<file path="src/rtl/txbipcalc.sv">
// Transmit-side B1 (BIP-8) and B2 (BIP-24, three interleaved byte lanes) calculator.
// Results and a frame-length error flag are published one cycle after each frame-closing txsof.
module txbipcalc #(
    parameter int unsigned FRMLEN = 2430
) (
    input  logic        clk19,
    input  logic        rst,
    input  logic        txsof,
    input  logic        en,
    input  logic [7:0]  sdat,
    input  logic [7:0]  udat,
    input  logic        rsoh,
    output logic [7:0]  b1dat,
    output logic        b1vld,
    output logic [23:0] b2dat,
    output logic        b2vld,
    output logic        frmerr
);

    logic [7:0]  b1acc_q, b1acc_d;
    logic [7:0]  lane0_q, lane0_d;
    logic [7:0]  lane1_q, lane1_d;
    logic [7:0]  lane2_q, lane2_d;
    logic [1:0]  phase_q, phase_d;
    logic [11:0] bcnt_q, bcnt_d;
    logic        armed_q, armed_d;
    logic [7:0]  b1dat_q, b1dat_d;
    logic [23:0] b2dat_q, b2dat_d;
    logic        b1vld_q, b1vld_d;
    logic        b2vld_q, b2vld_d;
    logic        frmerr_q, frmerr_d;

    always_comb begin
        b1acc_d  = b1acc_q;
        lane0_d  = lane0_q;
        lane1_d  = lane1_q;
        lane2_d  = lane2_q;
        phase_d  = phase_q;
        bcnt_d   = bcnt_q;
        armed_d  = armed_q;
        b1dat_d  = b1dat_q;
        b2dat_d  = b2dat_q;
        b1vld_d  = 1'b0;
        b2vld_d  = 1'b0;
        frmerr_d = 1'b0;

        if (txsof) begin
            // The first txsof after reset only arms; there is no complete frame to report yet.
            if (armed_q) begin
                b1dat_d  = b1acc_q;
                b2dat_d  = {lane0_q, lane1_q, lane2_q};
                b1vld_d  = 1'b1;
                b2vld_d  = 1'b1;
                frmerr_d = (32'(bcnt_q) != FRMLEN);
            end
            armed_d = 1'b1;
            // The txsof byte itself is byte 0 of the new frame.
            b1acc_d = en ? sdat : 8'h00;
            lane0_d = (en && !rsoh) ? udat : 8'h00;
            lane1_d = 8'h00;
            lane2_d = 8'h00;
            phase_d = en ? 2'd1 : 2'd0;
            bcnt_d  = en ? 12'd1 : 12'd0;
        end else if (en) begin
            b1acc_d = b1acc_q ^ sdat;
            if (!rsoh) begin
                case (phase_q)
                    2'd0:    lane0_d = lane0_q ^ udat;
                    2'd1:    lane1_d = lane1_q ^ udat;
                    2'd2:    lane2_d = lane2_q ^ udat;
                    default: ;
                endcase
            end
            phase_d = (phase_q == 2'd2) ? 2'd0 : phase_q + 2'd1;
            if (bcnt_q != 12'hFFF) begin
                bcnt_d = bcnt_q + 12'd1;
            end
        end
    end

    always_ff @(posedge clk19) begin
        if (rst) begin
            b1acc_q  <= 8'h00;
            lane0_q  <= 8'h00;
            lane1_q  <= 8'h00;
            lane2_q  <= 8'h00;
            phase_q  <= 2'd0;
            bcnt_q   <= 12'd0;
            armed_q  <= 1'b0;
            b1dat_q  <= 8'h00;
            b2dat_q  <= 24'h000000;
            b1vld_q  <= 1'b0;
            b2vld_q  <= 1'b0;
            frmerr_q <= 1'b0;
        end else begin
            b1acc_q  <= b1acc_d;
            lane0_q  <= lane0_d;
            lane1_q  <= lane1_d;
            lane2_q  <= lane2_d;
            phase_q  <= phase_d;
            bcnt_q   <= bcnt_d;
            armed_q  <= armed_d;
            b1dat_q  <= b1dat_d;
            b2dat_q  <= b2dat_d;
            b1vld_q  <= b1vld_d;
            b2vld_q  <= b2vld_d;
            frmerr_q <= frmerr_d;
        end
    end

    assign b1dat  = b1dat_q;
    assign b2dat  = b2dat_q;
    assign b1vld  = b1vld_q;
    assign b2vld  = b2vld_q;
    assign frmerr = frmerr_q;

endmodule

</file>
<file path="config.mk">
export PLATFORM = sky130hd
export DESIGN_NAME = txbipcalc
export DESIGN_NICKNAME = d
export VERILOG_FILES = /design/src/rtl/txbipcalc.sv
export SDC_FILE = /design/constraint.sdc
export NUM_CORES = 1
export LEC_CHECK = 0
export CORE_AREA = 2 2 109 111
export CTS_BUF_LIST = sky130_fd_sc_hd__clkbuf_8
export CTS_CLUSTER_DIAMETER = 60
export CTS_CLUSTER_SIZE = 14
export DETAILED_ROUTE_END_ITERATION = 8
export DIE_AREA = 0 0 111 113
export DONT_BUFFER_PORTS = 1
export GPL_TIMING_DRIVEN = 0
export PLACE_DENSITY_LB_ADDON = 0.12
export SYNTH_ARGS = -nofsm -noshare
export SYNTH_HDL_FRONTEND = slang
export SYNTH_SLANG_ARGS = --single-unit
</file>
<file path="constraint.sdc">
create_clock -name clk19 -period 2.8 [get_ports clk19]
set_clock_uncertainty 0.15 [all_clocks]
set_input_delay 0.84 -clock clk19 [delete_from_list [all_inputs] [get_ports clk19]]
set_output_delay 0.84 -clock clk19 [all_outputs]
set_load 0.005 [all_outputs]
</file>
==> results.ini, run 1 <==
[global_routing]
antenna_found_initial=0
grt_max_degree=13
track_usage_pct=14.7
grt_pass1_vias=2728
grt_pass1_wl_mm=14.6
overflow=0

[timing]
worst_slack_ns=0.701
hold_viol_final=0
min_period_ns=2.10
finalSetupTns_ns=0
slew_violations=0
max_slew.worst_pin.slew_ns=0.793
finalSetupViolations=0
relSlewSlack_pct=47.0
max_freq_ghz=0.477
post-route-period-util_pct=74.9
grt_setup_unrepaired=no

[clocking]
clockBufferDepth=2
clk_latency_ns=0.35
numCtsBuffers=9
root_buffer=clkbuf_8
htree_levels=3
cts.clk_slew.worst_paths_ns=0.08
cts_resized=0
post_cts.repair.setup_buffers=0
ctsHoldBuffers=0
cts_tree=yes
clock_sinks=81

[logic_synthesis]
synth.distinct_cells=46
avgSynthCellArea_um2=8.03
ys_seq_area_share_pct=48.6
syn_inst=416
synthTopCellsByArea=dfxtp_1 (49%), nand2_1 (13%), a21oi_1 (7.3%)
yosysTopAreaCellShare_pct=48.6
ys.flop_type=dfxtp_1
synth-seq-cells=81
syn_nets=439
synthArstFlopShare_pct=0
synth_enable_flop_cells=0
synth.largest_area_cell=dfxtp_1
ys_warn_count=0
synth_area_um2=3340

[placed_design]
io_buffers=0
dp_hpwl_mm=6.24
gp_congestion=0.792
dp_slack_ns=0.313

[power]
leakagePower_nw=1.21
power_density_nw_per_um2=585
seq_power_share_pct=54.6
combinationalPowerShare_pct=6.1
peakVddDrop_mv=0.282
p_clk_share_pct=39.3
internal_power_w=0.00166
sw_frac_of_total_pct=23.5
power_switching_w=0.000511

[finish]
areaGrowthSynthToFinish_pct=11.2
nNetsFinal=450
diodes=0
layout-drive-gt1-share_pct=6.96
fill_cells=1206

[setup_path]
required_ns=2.87
cp-end-kind=flip-flop
criticalPathCategory=in -> reg
worstPathArrival_ns=2.17
r2r_cells=5
rr_endpoint=bcnt_q[11]
reg2reg_from=bcnt_q[0]
r2r_slack_ns=0.71
worst_setup_path_start_kind=primary input
critPathMaxFanout=10

[route]
vias=2771
first_iter_violations=186
wl_per_cell_um=15.4
drc=0
viasPerCell=4.83
final_antenna_net_count=0
wl_mm=8.84
drtPass1Iterations=4

[die]
initial_core_util_pct=29.6
coreArea_um2=11300
die_width_um=111
ios=56
die_y_um=113
fp.dieArea_um2=12500
rows=39

[run_status]
status=finished clean

[job]
maxCapViolCount=0

[hold_path]
holdPathEnd=b1dat[2]
worst_hold_startpoint=b1acc_q[2]
min_path_cells=2
hp-class=reg -> reg

[per-stage QoR]
step	std cells	instance area (µm²)	hold WS, ns	total power (W)	util, %
after floorplan	416	3340	0.282	0.00131	-
after global placement	559	3520	0.296	0.00135	31.2
after detailed placement	559	3520	0.297	0.00135	31.2
after CTS	574	3710	0.309	0.00221	32.9
after global routing	574	3710	0.323	0.00228	32.9
final	574	3710	0.306	0.00217	32.9
[power by group through the flow]
stage	Clock [W]	Sequential (W)	Combinational (W)
CTS	0.000889	0.00119	0.000134
global placement	0	0.00121	0.000132
detailed placement	0	0.00121	0.000134
finish	0.000854	0.00119	0.000132
global route	0.000942	0.00119	0.000150
floorplan	0	0.00121	0.0000969
[cells in the final DEF, fill, tap and decap left out, types with 2 or more instances in the layout]
| cell | count |
|---|---|
| xor2_1 | 16 |
| buf_1 | 5 |
| clkbuf_8 | 11 |
| clkinv_2 | 2 |
| nor4bb_1 | 2 |
| clkbuf_1 | 19 |
| or2_2 | 5 |
| xnor2_1 | 8 |
| dfxtp_1 | 81 |
| buf_2 | 2 |
| o21ai_0 | 6 |
| nand2_1 | 115 |
| a21oi_1 | 49 |
| o211ai_1 | 9 |
| ha_1 | 2 |
| nor3_1 | 6 |
| inv_1 | 6 |
| nand4_1 | 5 |
| nor2_1 | 39 |
| buf_4 | 2 |
| nor4_1 | 2 |
| nand3_1 | 11 |
| and2_1 | 2 |
[synthesized netlist by cell type (2+ instances only)]
cell type and count:
nand2_1 115, xor2_1 16, or2_2 5, ha_1 2
nand4_1 5, buf_2 2, nor3_1 6, buf_4 2
o21ai_0 6, clkbuf_1 19, nor2_1 39, xnor2_1 8
nand3_1 11, and2_1 2, dfxtp_1 81, a21oi_1 49
inv_1 5, nor4bb_1 2, buf_1 5, o211ai_1 9
nor4_1 2
[how the worst max path moves through the flow]
stage | slack, ns | end | startpoint | depth (start not counted)
after global placement | 0.27 | b2dat[1] | rst | 4
after detailed placement | 0.31 | b1acc_q[4] | rst | 4
after CTS | 0.68 | b1acc_q[4] | rst | 4
after floorplan | 0.83 | lane0_q[6] | en | 5
after global routing | 0.55 | bcnt_q[11] | bcnt_q[0] | 5
final | 0.70 | b1acc_q[4] | rst | 4
[cell families (layout without fill, tap and decap cells)]
family,Yosys count,count (layout),synth area share [%]
adders and majority gates,2,2,0.749
and+or+nand+nor,198,198,26.3
muxes,1,1,0.300
DFF,81,81,48.6
AOI/OAI and AO/OA,77,77,13.8
xor gates and xnor gates,24,24,6.29
buffers and inverters,33,48,4.01
[critical path, stage by stage]
cell and delay, ns:
clkbuf_1 0.29, clkbuf_1 0.45, buf_1 0.48, nor2_1 0.10
[sequential cells by signal (all words and copies together) (netlist names), 2 cells and up]
name,count
b2dat,24
bcnt_q,12
lane2_q,8
phase_q,2
lane1_q,8
b1dat,8
b1acc_q,8
lane0_q,8
[area by class of cell]
cell class / count / area [µm²] / share of cell area [%]
Inverter: 5 / 18.8 / 0.505
Buffer: 28 / 115 / 3.10
Clock inverter: 4 / 43.8 / 1.18
Sequential cell: 81 / 1620 / 43.7
Tap cell: 143 / 179 / 4.82
Multi-Input combinational cell: 302 / 1580 / 42.7
Clock buffer: 11 / 151 / 4.08
[layer usage]
layer	global-route usage, %	wire length [µm]	vias to the layer above
met3	5.57	613	10
met1	19.0	4220	1294
li1	-	-	1405
met4	5.00	120	0
met2	22.8	3890	62
met5	0	0	-
(Power assumes the default switching activity.)
==> run 2: changes to the inputs <==
==> constraint.sdc (replaced) <==
create_clock -name clk19 -period 1.9 [get_ports clk19]
set_clock_uncertainty 0.15 [all_clocks]
set_input_delay 0.57 -clock clk19 [delete_from_list [all_inputs] [get_ports clk19]]
set_output_delay 0.57 -clock clk19 [all_outputs]
set_load 0.005 [all_outputs]
==> results.ini, run 2 (same netlist as run 1, synthesis figures left out) <==
[run_status]
status=finished clean

[route]
drtPass1Iterations=4  ; unchanged
vias=2776  ; +0.18%
viasPerCell=4.84  ; +0.18%
drc=0  ; unchanged
final_antenna_net_count=0  ; unchanged
wl_per_cell_um=15.4  ; about the same
first_iter_violations=194  ; +4.3%
wl_mm=8.83  ; about the same

[die]
die_width_um=111  ; unchanged
initial_core_util_pct=29.6  ; unchanged
coreArea_um2=11300  ; unchanged
rows=39  ; unchanged
die_y_um=113  ; unchanged
ios=56  ; unchanged
fp.dieArea_um2=12500  ; unchanged

[finish]
largest_reg_flops=24  ; unchanged
layout-drive-gt1-share_pct=8.82  ; +1.9 points
diodes=0  ; unchanged
finalNonFillerCells=574  ; unchanged
fill_cells=1207  ; +0.083%
mostFrequentLayoutCells=nand2_1 (115), dfxtp_1 (79), a21oi_1 (49)
nNetsFinal=450  ; unchanged
layout_commonest_cell=nand2_1
areaGrowthSynthToFinish_pct=12.1
design_area_um2=3740  ; +0.77%

[clocking]
post_cts.repair.setup_buffers=0  ; unchanged
htree_levels=3  ; unchanged
clockBufferDepth=2  ; unchanged
cts_tree=yes
clock_sinks=81  ; unchanged
root_buffer=clkbuf_8
numCtsBuffers=9  ; unchanged
clk_latency_ns=0.34  ; about the same
ctsHoldBuffers=0  ; unchanged
cts.clk_slew.worst_paths_ns=0.08  ; about the same

[power]
power_density_nw_per_um2=855  ; +46%
p_total_w=0.00320  ; +47%
peakVddDrop_mv=0.415  ; +47%
leakagePower_nw=1.22  ; +0.89%

[global_routing]
grt_pass1_vias=2728  ; unchanged
track_usage_pct=14.8  ; +0.046 points
grt_max_degree=13  ; unchanged
antenna_found_initial=0  ; unchanged
grt_pass1_wl_mm=14.6  ; +0.29%
overflow=0  ; unchanged

[timing]
grt_setup_unrepaired=yes
max_slew.worst_pin.slew_ns=0.827  ; +0.0335 ns
relSlewSlack_pct=44.7  ; -2.2 points
post-route-period-util_pct=96.6
hold_ws_ns=0.244  ; -0.0616 ns
worst_slack_ns=0.0637  ; -0.638 ns
min_period_ns=1.84
slew_violations=0  ; unchanged
max_freq_ghz=0.545
finalSetupViolations=0  ; unchanged
hold_viol_final=0  ; unchanged

[setup_path]
cp-end-kind=flip-flop
required_ns=1.96  ; -0.91 ns
critPathMaxFanout=7  ; -3
worstPathArrival_ns=1.90  ; -0.27 ns
worst_setup_path_start_kind=flip-flop
criticalPathCategory=reg -> reg

[placed_design]
placed_cell_area_um2=3520  ; unchanged
dp_slack_ns=-0.317  ; -0.630 ns
dp_cells=559  ; unchanged
io_buffers=0  ; unchanged
gp_congestion=0.792  ; unchanged
dp_hpwl_mm=6.24  ; unchanged

[job]
maxCapViolCount=0  ; unchanged

[hold_path]
hp-class=in -> reg

run 2: cell types whose count changed in the layout (fill, tap and decap cells not counted):
| cell | before | now |
|---|---|---|
| ha_4 | 0 | 1 |
| ha_1 | 2 | 1 |
| buf_1 | 5 | 3 |
| dfxtp_1 | 81 | 79 |
| clkbuf_2 | 0 | 4 |
| dfxtp_4 | 0 | 1 |
| nor4_1 | 2 | 1 |
| dfxtp_2 | 0 | 1 |
| nor4_2 | 0 | 1 |
| clkbuf_1 | 19 | 17 |
run 2: power breakdown:
group / leakage (nW) / switching (W) / internal (W) / total (W)
combinational: 0.458 / 0.000134 / 0.0000605 / 0.000195
clock: 0.106 / 0.000593 / 0.000663 / 0.00126
sequential: 0.657 / 0.0000237 / 0.00173 / 0.00175
run 2: what timing repair did:
item                                    4_1_cts  5_1_grt
endpoints found under the setup margin        6       31
gates resized for setup                       4        8
cloned                                        0        0
endpoints found under the hold margin         0        0
run 2: cell type report:
type | instances | area, µm² | share of cell area (%)
Inverter | 5 | 18.8 | 0.502
Clock buffer | 11 | 151 | 4.05
Sequential cell | 81 | 1630 | 43.5
Tap cell | 143 | 179 | 4.78
Multi-Input combinational cell | 302 | 1600 | 42.8
Buffer | 28 | 120 | 3.21
Clock inverter | 4 | 43.8 | 1.17
run 2: path summary, 6_finish.rpt:
| kind | slack (ns) | cells past startpoint | to | startpoint |
|---|---|---|---|---|
| setup / recovery | 0.06 | 5 | bcnt_q[0] | bcnt_q[0] |
| hold / removal | 0.24 | 2 | lane0_q[3] | udat[3] |
| setup reg to reg | 0.06 | 5 | bcnt_q[0] | bcnt_q[0] |
| hold reg to reg | 0.31 | 2 | b1dat[2] | b1acc_q[2] |
run 2: stage by stage:
step | utilization, % | TNS [ns]
global placement | 31.2 | -20.48
floorplan | - | 0
detailed placement | 31.2 | -18.20
global route | 33.2 | -0.0282
CTS | 33.1 | 0
finish | 33.2 | 0
run 2: per-layer routing:
metal  up-vias  global-route usage, %  share of wire, %
met3         7                   5.57               8.2
met2        83                   22.9                45
met5         -                      0                 0
met1      1279                   19.1                46
met4         0                   5.00              0.96
li1       1407                      -                 -
run 2: worst max-delay path, stage by stage (launching register included):
cell	delay [ns]
dfxtp_4	0.40
ha_4	0.18
nand4_2	0.19
or4_4	0.57
o211ai_2	0.15
a21oi_1	0.07
